--- config.mk ---
export PLATFORM = sky130hd
export DESIGN_NAME = alu_stream_fifo_flat
export DESIGN_NICKNAME = d
export VERILOG_FILES = /design/src/rtl/alu_stream_fifo_if.sv /design/src/rtl/alu_stream_fifo.sv /design/src/flat_wrapper.sv
export SDC_FILE = /design/constraint.sdc
export NUM_CORES = 1
export LEC_CHECK = 0
export BUFFER_PORTS_ARGS = -buffer_cell sky130_fd_sc_hd__buf_2
export CORE_MARGIN = 4
export CORE_UTILIZATION = 35
export CTS_CLUSTER_SIZE = 16
export DETAILED_ROUTE_END_ITERATION = 10
export GPL_TIMING_DRIVEN = 0
export PLACE_DENSITY_LB_ADDON = 0.3
export SETUP_SLACK_MARGIN = 0.15
export SYNTH_ARGS = -nofsm -noshare
export SYNTH_HDL_FRONTEND = slang
export SYNTH_SLANG_ARGS = --single-unit
--- constraint.sdc ---
create_clock -name clk -period 5.4 [get_ports clk]
set_input_delay 0.54 -clock clk [delete_from_list [all_inputs] [get_ports clk]]
set_output_delay 0.54 -clock clk [all_outputs]
set_load 0.02 [all_outputs]
--- src/rtl/alu_stream_fifo_if.sv ---
// rtl/alu_stream_fifo_if.sv - command and result handshake bundle for alu_stream_fifo
interface alu_stream_fifo_if #(
  parameter int W = 4
);
  // command stream
  logic         in_valid;
  logic         in_ready;
  logic [3:0]   in_op;
  logic [W-1:0] in_a;
  logic [W-1:0] in_b;
  // result stream
  logic         out_valid;
  logic         out_ready;
  logic [W-1:0] out_res;
  logic         out_sign;
  logic         out_carr;
  logic         out_zero;
  logic         out_ill;

  // command source and result consumer side
  modport master (
    output in_valid, in_op, in_a, in_b, out_ready,
    input  in_ready, out_valid, out_res, out_sign, out_carr, out_zero, out_ill
  );

  // ALU / FIFO side
  modport slave (
    input  in_valid, in_op, in_a, in_b, out_ready,
    output in_ready, out_valid, out_res, out_sign, out_carr, out_zero, out_ill
  );
endinterface

--- src/rtl/alu_stream_fifo.sv ---
// rtl/alu_stream_fifo.sv - clocked ALU feeding a DEPTH-entry in-order result FIFO
module alu_stream_fifo #(
  parameter int W     = 4,
  parameter int DEPTH = 4,
  localparam int CW   = $clog2(DEPTH + 1),
  localparam int PW   = $clog2(DEPTH)
) (
  input  logic             clk,
  input  logic             rst,
  alu_stream_fifo_if.slave s,
  output logic [CW-1:0]    count,
  output logic             err_sticky,
  input  logic             err_clr
);
  // entry layout: {res, sign, carr, zero, ill}
  localparam int EW = W + 4;

  logic [EW-1:0] mem [DEPTH];
  logic [PW-1:0] wr_ptr;
  logic [PW-1:0] rd_ptr;

  logic [W:0]   y;
  logic [W-1:0] prod;
  logic         f_sign;
  logic         f_carr;
  logic         f_zero;
  logic         f_ill;
  logic         push;
  logic         pop;
  logic [EW-1:0] head;

  // in_ready depends on registered occupancy only, so a pop never opens a slot the same cycle
  assign s.in_ready  = (count < CW'(DEPTH));
  assign s.out_valid = (count != '0);
  assign push        = s.in_valid && s.in_ready;
  assign pop         = s.out_valid && s.out_ready;

  // evaluate the offered command; y keeps the carry bit so zero sees all W+1 bits
  always_comb begin
    y      = '0;
    prod   = '0;
    f_sign = 1'b0;
    f_carr = 1'b0;
    f_ill  = 1'b0;
    case (s.in_op)
      4'b1101: begin
        y      = {1'b0, s.in_a} + {1'b0, s.in_b};
        f_carr = y[W];
      end
      4'b1001: y = {1'b0, s.in_a & s.in_b};
      4'b0101: begin
        prod = {{(W/2){1'b0}}, s.in_a[W/2-1:0]} * {{(W/2){1'b0}}, s.in_b[W/2-1:0]};
        y    = {1'b0, prod};
      end
      4'b0001: y = {1'b0, ~s.in_a};
      4'b1100: y = {1'b0, ~(s.in_a & s.in_b)};
      4'b0010: begin
        if (s.in_b > s.in_a) begin
          y      = {1'b0, s.in_b - s.in_a};
          f_sign = 1'b1;
        end else begin
          y      = {1'b0, s.in_a - s.in_b};
        end
      end
      4'b0011: y = {1'b0, ~(s.in_a ^ s.in_b)};
      4'b0110: y = {1'b0, ~(s.in_a | s.in_b)};
      default: f_ill = 1'b1;
    endcase
    f_zero = (y == '0);
  end

  // storage needs no reset: entries are only visible while counted
  always_ff @(posedge clk) begin
    if (push) mem[wr_ptr] <= {y[W-1:0], f_sign, f_carr, f_zero, f_ill};
  end

  // pointers and occupancy; power-of-two depth lets the pointers wrap naturally
  always_ff @(posedge clk or posedge rst) begin
    if (rst) begin
      wr_ptr <= '0;
      rd_ptr <= '0;
      count  <= '0;
    end else begin
      if (push) wr_ptr <= wr_ptr + PW'(1);
      if (pop)  rd_ptr <= rd_ptr + PW'(1);
      if (push && !pop)      count <= count + CW'(1);
      else if (pop && !push) count <= count - CW'(1);
    end
  end

  // sticky illegal-opcode flag; a fresh illegal accept beats a clear
  always_ff @(posedge clk or posedge rst) begin
    if (rst)                 err_sticky <= 1'b0;
    else if (push && f_ill)  err_sticky <= 1'b1;
    else if (err_clr)        err_sticky <= 1'b0;
  end

  // head fields are masked to zero whenever nothing is queued
  always_comb begin
    head = s.out_valid ? mem[rd_ptr] : '0;
    {s.out_res, s.out_sign, s.out_carr, s.out_zero, s.out_ill} = head;
  end
endmodule

--- src/flat_wrapper.sv ---
// flat-port wrapper written by rule: the top's interface ports become plain ports
module alu_stream_fifo_flat 
#(
  parameter int W     = 4,
  parameter int DEPTH = 4,
  localparam int CW   = $clog2(DEPTH + 1),
  localparam int PW   = $clog2(DEPTH)
)
  (clk, rst, count, err_sticky, err_clr, s_in_valid, s_in_op, s_in_a, s_in_b, s_out_ready, s_in_ready, s_out_valid, s_out_res, s_out_sign, s_out_carr, s_out_zero, s_out_ill);
  alu_stream_fifo_if #(.W(W)) s_i ();
  input  logic clk;
  input  logic rst;
  output logic [CW-1:0] count;
  output logic err_sticky;
  input  logic err_clr;
  input wire logic [$bits(s_i.in_valid)-1:0] s_in_valid;
  input wire logic [$bits(s_i.in_op)-1:0] s_in_op;
  input wire logic [$bits(s_i.in_a)-1:0] s_in_a;
  input wire logic [$bits(s_i.in_b)-1:0] s_in_b;
  input wire logic [$bits(s_i.out_ready)-1:0] s_out_ready;
  output wire logic [$bits(s_i.in_ready)-1:0] s_in_ready;
  output wire logic [$bits(s_i.out_valid)-1:0] s_out_valid;
  output wire logic [$bits(s_i.out_res)-1:0] s_out_res;
  output wire logic [$bits(s_i.out_sign)-1:0] s_out_sign;
  output wire logic [$bits(s_i.out_carr)-1:0] s_out_carr;
  output wire logic [$bits(s_i.out_zero)-1:0] s_out_zero;
  output wire logic [$bits(s_i.out_ill)-1:0] s_out_ill;
  assign s_i.in_valid = s_in_valid;
  assign s_i.in_op = s_in_op;
  assign s_i.in_a = s_in_a;
  assign s_i.in_b = s_in_b;
  assign s_i.out_ready = s_out_ready;
  assign s_in_ready = s_i.in_ready;
  assign s_out_valid = s_i.out_valid;
  assign s_out_res = s_i.out_res;
  assign s_out_sign = s_i.out_sign;
  assign s_out_carr = s_i.out_carr;
  assign s_out_zero = s_i.out_zero;
  assign s_out_ill = s_i.out_ill;
  alu_stream_fifo #(.W(W), .DEPTH(DEPTH)) u_core (.clk(clk), .rst(rst), .s(s_i), .count(count), .err_sticky(err_sticky), .err_clr(err_clr));
endmodule
=== After elaboration in Yosys (flattened, before gate mapping) ===
Memory sizes are Yosys's and may differ from the RTL's.
Cells that the tools add are included.
Widths: inputs -> output; s select.

* Flip-flop bits (word level): 8
* Memory bits (writable): 32
* Input bits: 17
* Word-level logic and storage cells: 55
* Memories kept: 1

{| class="wikitable"
|+ Memories
! name !! words !! bits a word !! read ports !! clocked after Yosys merged registers in !! write ports !! line !! source
|-
| u_core.mem || 4 || 8 || 1 || 0 || 1 || alu_stream_fifo.sv:18 || <nowiki>logic [EW-1:0] mem [DEPTH];</nowiki>
|}

* Add/sub/neg operators: 7
* $mul: 1
* Magnitude comparators: 2
* Equality and inequality tests: 8
* Muxes and demuxes: 13
* Bitwise operators: 7
* Reduce and logical (&&, ||, !) cells: 12

{| class="wikitable"
|+ Operators by type and width
! kind !! count
|-
| $pmux 5 s8 || 1
|-
| $not 4->4 || 4
|-
| $eq 4x4->1 const B || 3
|-
| $eq 4x2->1 const B || 2
|-
| $eq 4x3->1 const B || 2
|-
| $mux 1 || 8
|-
| $mux 8 || 1
|-
| $reduce_or 8->1 || 1
|-
| $sub 4x4->4 || 2
|-
| $mux 3 || 2
|-
| $add 4x4->5 || 1
|-
| $logic_and 1x1->1 || 5
|-
| $logic_not 5->1 || 1
|-
| $add 2x1->2 const B || 2
|-
| $and 4x4->4 || 1
|-
| $eq 4x1->1 const B || 1
|-
| $gt 4x4->1 || 1
|-
| $mul 2x2->4 || 1
|-
| $mux 4 || 1
|-
| $or 4x4->4 || 1
|-
| $reduce_bool 2->1 || 2
|-
| $xor 4x4->4 || 1
|-
| $add 3x1->3 const B || 1
|-
| $lt 3x3->1 const B || 1
|-
| other kinds (3) || 4
|}

=== Longest topological paths before layout ===
* Depth after elaboration: 6
* Depth in mapped cells: 10

=== Worst setup path before layout ===
OpenSTA, ideal clock, no wires.

* Kind: input port to flip-flop
* Start point: in s_in_b[0]
* End point: mem u_core.mem[0][1] (netlist bit) (data pin)
* Setup time: 206 ps
* Arrival: 2766 ps
* Setup slack: 2428 ps
* Cell stages on the path: 9
* Buffers on the path: 0
* Cell sequence: inv_1 ha_1 fa_1 or2_0 a221o_1 mux2i_1 xnor2_1 a221o_1 nor4_2

* Cells in the longest elaborated chain, start to end: 4
* Elaborated cells between the ends (all ways): 14
* Classes of those cells: 3 x add/sub; 1 x mul; 1 x order compare; 2 x mux; 6 x bitwise; 1 x reduce/logical

{| class="wikitable"
|+ Ends and longest elaborated chain
! item !! line !! source
|-
| start: declaration || flat_wrapper.sv:19 || <nowiki>input wire logic [$bits(s_i.in_b)-1:0] s_in_b;</nowiki>
|-
| branches (longest 2 deep; another with $mul 2x2->4) || -- ||
|-
| $pmux 5 s8 (*) || alu_stream_fifo.sv:45 || <nowiki>case (s.in_op)</nowiki>
|-
| net u_core.y[3] || alu_stream_fifo.sv:22 || <nowiki>logic [W:0] y;</nowiki>
|-
| $logic_not 5->1 (*) || alu_stream_fifo.sv:69 || <nowiki>f_zero = (y == '0);</nowiki>
|-
| net u_core.f_zero || alu_stream_fifo.sv:26 || <nowiki>logic f_zero;</nowiki>
|-
| end: declaration || alu_stream_fifo.sv:18 ||
|}

Mark *: on every way through the listed nets, which the timed path passes.

=== Worst setup path after layout ===
Ends and elaborated chain as after synthesis.

==> results.md <==
- Worst vdd rail ir drop: 0.124 mV
- Total routing resource utilization after global routing: 11.4%
- Required time of the critical path: 5.44 ns
- Relative slew slack: 48.5%
- Final weighted congestion of routability-driven global placement: 0.870
- DRC: 0
- Layout Nets: 291
- Number of standard cells after synthesis: 210
- Chip height: 92.8 um
- Minimum period implied by the final worst setup slack: 3.20 ns
- RSZ-0062 raised after global routing: no
- Count of hold buffers inserted by post-cts repair: 0
- Ys Warns: 0
- Clk_lat worst skew: 0.28 ns
- Leakage component of the power: 1.18 nW
- Minimum setup slack after placement: 1.88 ns
- Number of H-tree levels: 2
- Relative contribution of sequential cells to total power: 37.4%
- Number of nets still failing antenna checks after routing: 0
- Routed via count: 1,669
- Worst path setup slack after routing: 2.20 ns
- Maximum fanout count along the critical path: 5
- Post-synthesis async set-or-reset flop share: 20.0%
- Worst path arrival time: 3.24 ns
- IO Port Bufs: 30
- Worst Setup Start Kind: input port
- Net count after synthesis: 254
- Antenna diode count: 0
- Reg-to-reg setup timing slack: 3.34 ns
- Pins Over Slew Limit: 0
- Layout cell share with drive strength beyond 1: 19.0%
- # IOs: 31
- Pre-antenna DRT Iters: 4
- Most instantiated flip-flop cell in the synthesis netlist: edfxtp_1
- Run status: finished, final reports clean
- Net Sw Power: 402 uW
- Sinks on Clock Net: 40
- Number of flops mapped to enable cells by yosys: 32
- Biggest area consumer among synthesized cells: edfxtp_1
- Via-per-instance ratio: 4.85
- CTS tree: yes
- Number of maximum-capacitance violations: 0
- Drt total wl: 4720 um
- Initial detailed-routing violation count: 59
- Worst setup path category: in -> reg
- Power Internal: 754 uW
- Maximum achievable frequency: 312 MHz
- Die area: 0.00861 mm^2
- Core footprint: 0.00691 mm^2
- Worst-path clk slew: 0.07 ns
- Number of filler cells placed in the layout: 689
- Pin count of the biggest net entering global routing: 13
- Worst-case hold slack: 0.185 ns
- Power per cell area: 399 mW/mm^2
- Initial antenna violation count: 0
- Post-synth cell types: 43
- Final setup fails: 0
- Slew at the pin closest to its max-slew limit: 0.773 ns
- Synthesized cell area: 0.00252 mm^2
- Switching part of the total: 34.8%
- Critical Path End Type: flop
- Overall overflow remaining after global route: 0
- Clock Path Buffers: 2
- Area delta synth->final: 15.0%
- Average detailed-routed wire length per instance: 13.7 um
- Clock skew: 0.00512 ns
- Fraction of power consumed by combinational cells: 42.9%
- Largest cells by area after synthesis: edfxtp_1, ha_1, dfrtp_1
- Core Rows: 30
- Final critical-path share of the clock period: 59.3%
- Sum Neg Setup Slack: 0 ns
- Proportion of netlist area held by the largest area contributor: 38.2%
- Initial core utilization: 36.4%
- Min-delay worst type: in -> async
- Sequential area share after synthesis: 46.1%
- Clock root buffer master: clkbuf_8
- DP HPWL: 3700 um
- Die extent in x: 92.8 um
- Via count of the first global-routing pass: 1,650
- Share of the core filled with cells: 41.9%
- Buffers inserted during post-CTS setup optimization: 0
- Clock network power share: 19.7%
- First-pass GRT wire length: 7740 um
- Post-synthesis register bit count: 40
- Mapped Avg Cell Area: 12.0 um^2
- Post-CTS sizing: 0
- Number of buffers added by the clock tree synthesis step: 5
- Fin. Hold Viols: 0
## through the flow
step / power, mW / cells / cell area [um^2]
after floorplan: 0.806 / 210 / 2520
after global placement: 0.936 / 336 / 2790
after detailed placement: 0.945 / 336 / 2790
after CTS: 1.17 / 344 / 2890
after global routing: 1.24 / 344 / 2890
final: 1.16 / 344 / 2890
## critical path: stages
cell and delay [ns]:
buf_2 0.10, inv_1 0.08, ha_1 0.23, fa_1 0.40
or2_0 0.26, a221o_1 0.41, mux2i_1 0.16, xnor2_1 0.14
a221o_1 0.45, nor4_2 0.48
## routing by layer
layer,global-route usage (%),share of wire (%)
met5,0,0
met4,4.64,1.7
met3,2.19,4.4
met2,18.8,49
met1,14.6,45
## cell families (layout without fill, tap and decap cells)
| family | after synthesis | after routing | synth area share, % |
|---|---|---|---|
| flip-flops | 40 | 40 | 46.1 |
| XOR/XNOR | 11 | 11 | 3.83 |
| AND/OR/NAND/NOR | 53 | 53 | 11.4 |
| buffers and inverters | 31 | 69 | 4.92 |
| multiplexers | 12 | 12 | 8.80 |
| AO/OA/AOI/OAI | 36 | 36 | 10.3 |
| adder cells (fa/ha/maj) | 27 | 27 | 14.6 |
## final cells by class
class | count | area [um^2] | share of cell area [%]
multi-input cells | 139 | 1230 | 42.6
flip-flops and latches | 40 | 1160 | 40.1
repair buffers | 30 | 150 | 5.19
well taps | 96 | 120 | 4.15
inverters | 21 | 78.8 | 2.72
clock buffers | 5 | 68.8 | 2.38
plain buffers | 10 | 45.0 | 1.56
clock inverters | 3 | 37.5 | 1.30
## state kept, by name, indices dropped and copies added, names as in the netlist
name	cells
u_core.count	3
u_core.rd_ptr	2
u_core.err_sticky	1
u_core.wr_ptr	2
u_core.mem	32
## power groups by stage
| stage | registers (mW) | logic, mW | clock network [mW] |
|---|---|---|---|
| floorplan | 0.451 | 0.355 | 0 |
| finish | 0.432 | 0.496 | 0.228 |
| global route | 0.439 | 0.552 | 0.247 |
| detailed placement | 0.440 | 0.505 | 0 |
| CTS | 0.433 | 0.507 | 0.235 |
| global placement | 0.437 | 0.499 | 0 |
## Yosys cell counts (2+ instances only)
cell type / number
a32oi_1: 2
xor2_1: 3
xnor2_1: 8
edfxtp_1: 32
and2_1: 12
mux2i_1: 3
a22o_1: 2
o21ai_0: 3
dfrtp_1: 8
nand3_1: 3
mux4_2: 8
a31oi_1: 2
inv_1: 20
nor2_1: 14
o21bai_1: 2
nor2b_1: 6
fa_1: 4
a221o_1: 4
nand2_1: 6
a21oi_1: 10
nand2b_1: 3
ha_1: 23
nor4_1: 3
a211o_1: 2
clkbuf_1: 9
## path summary, 6_finish.rpt
path,from,end,cells past startpoint
max in group asynchronous,rst,u_core.rd_ptr[1],2
max reg2reg,u_core.count[0],u_core.count[2],8
min in group clk,u_core.err_sticky,u_core.err_sticky,1
max,s_in_b[0],u_core.mem[0][1],10
min,rst,u_core.wr_ptr[1],2
min reg2reg,u_core.err_sticky,u_core.err_sticky,1
## cell usage in the layout, fill, tap and decap left out, types with 2 or more instances in the layout
master,count
nand2b_1,3
mux2i_1,3
dfrtp_1,8
and2_1,12
inv_1,20
clkinv_1,3
a31oi_1,2
a22o_1,2
a221o_1,4
clkbuf_1,9
ha_1,23
clkbuf_8,5
mux4_2,8
nor2b_1,6
nand2_1,6
buf_2,30
a21oi_1,10
o21ai_0,3
xnor2_1,8
xor2_1,3
edfxtp_1,32
nor2_1,14
o21bai_1,2
nand3_1,3
a32oi_1,2
a211o_1,2
fa_1,4
nor4_1,3
Power figures use the tool's default switching activity.
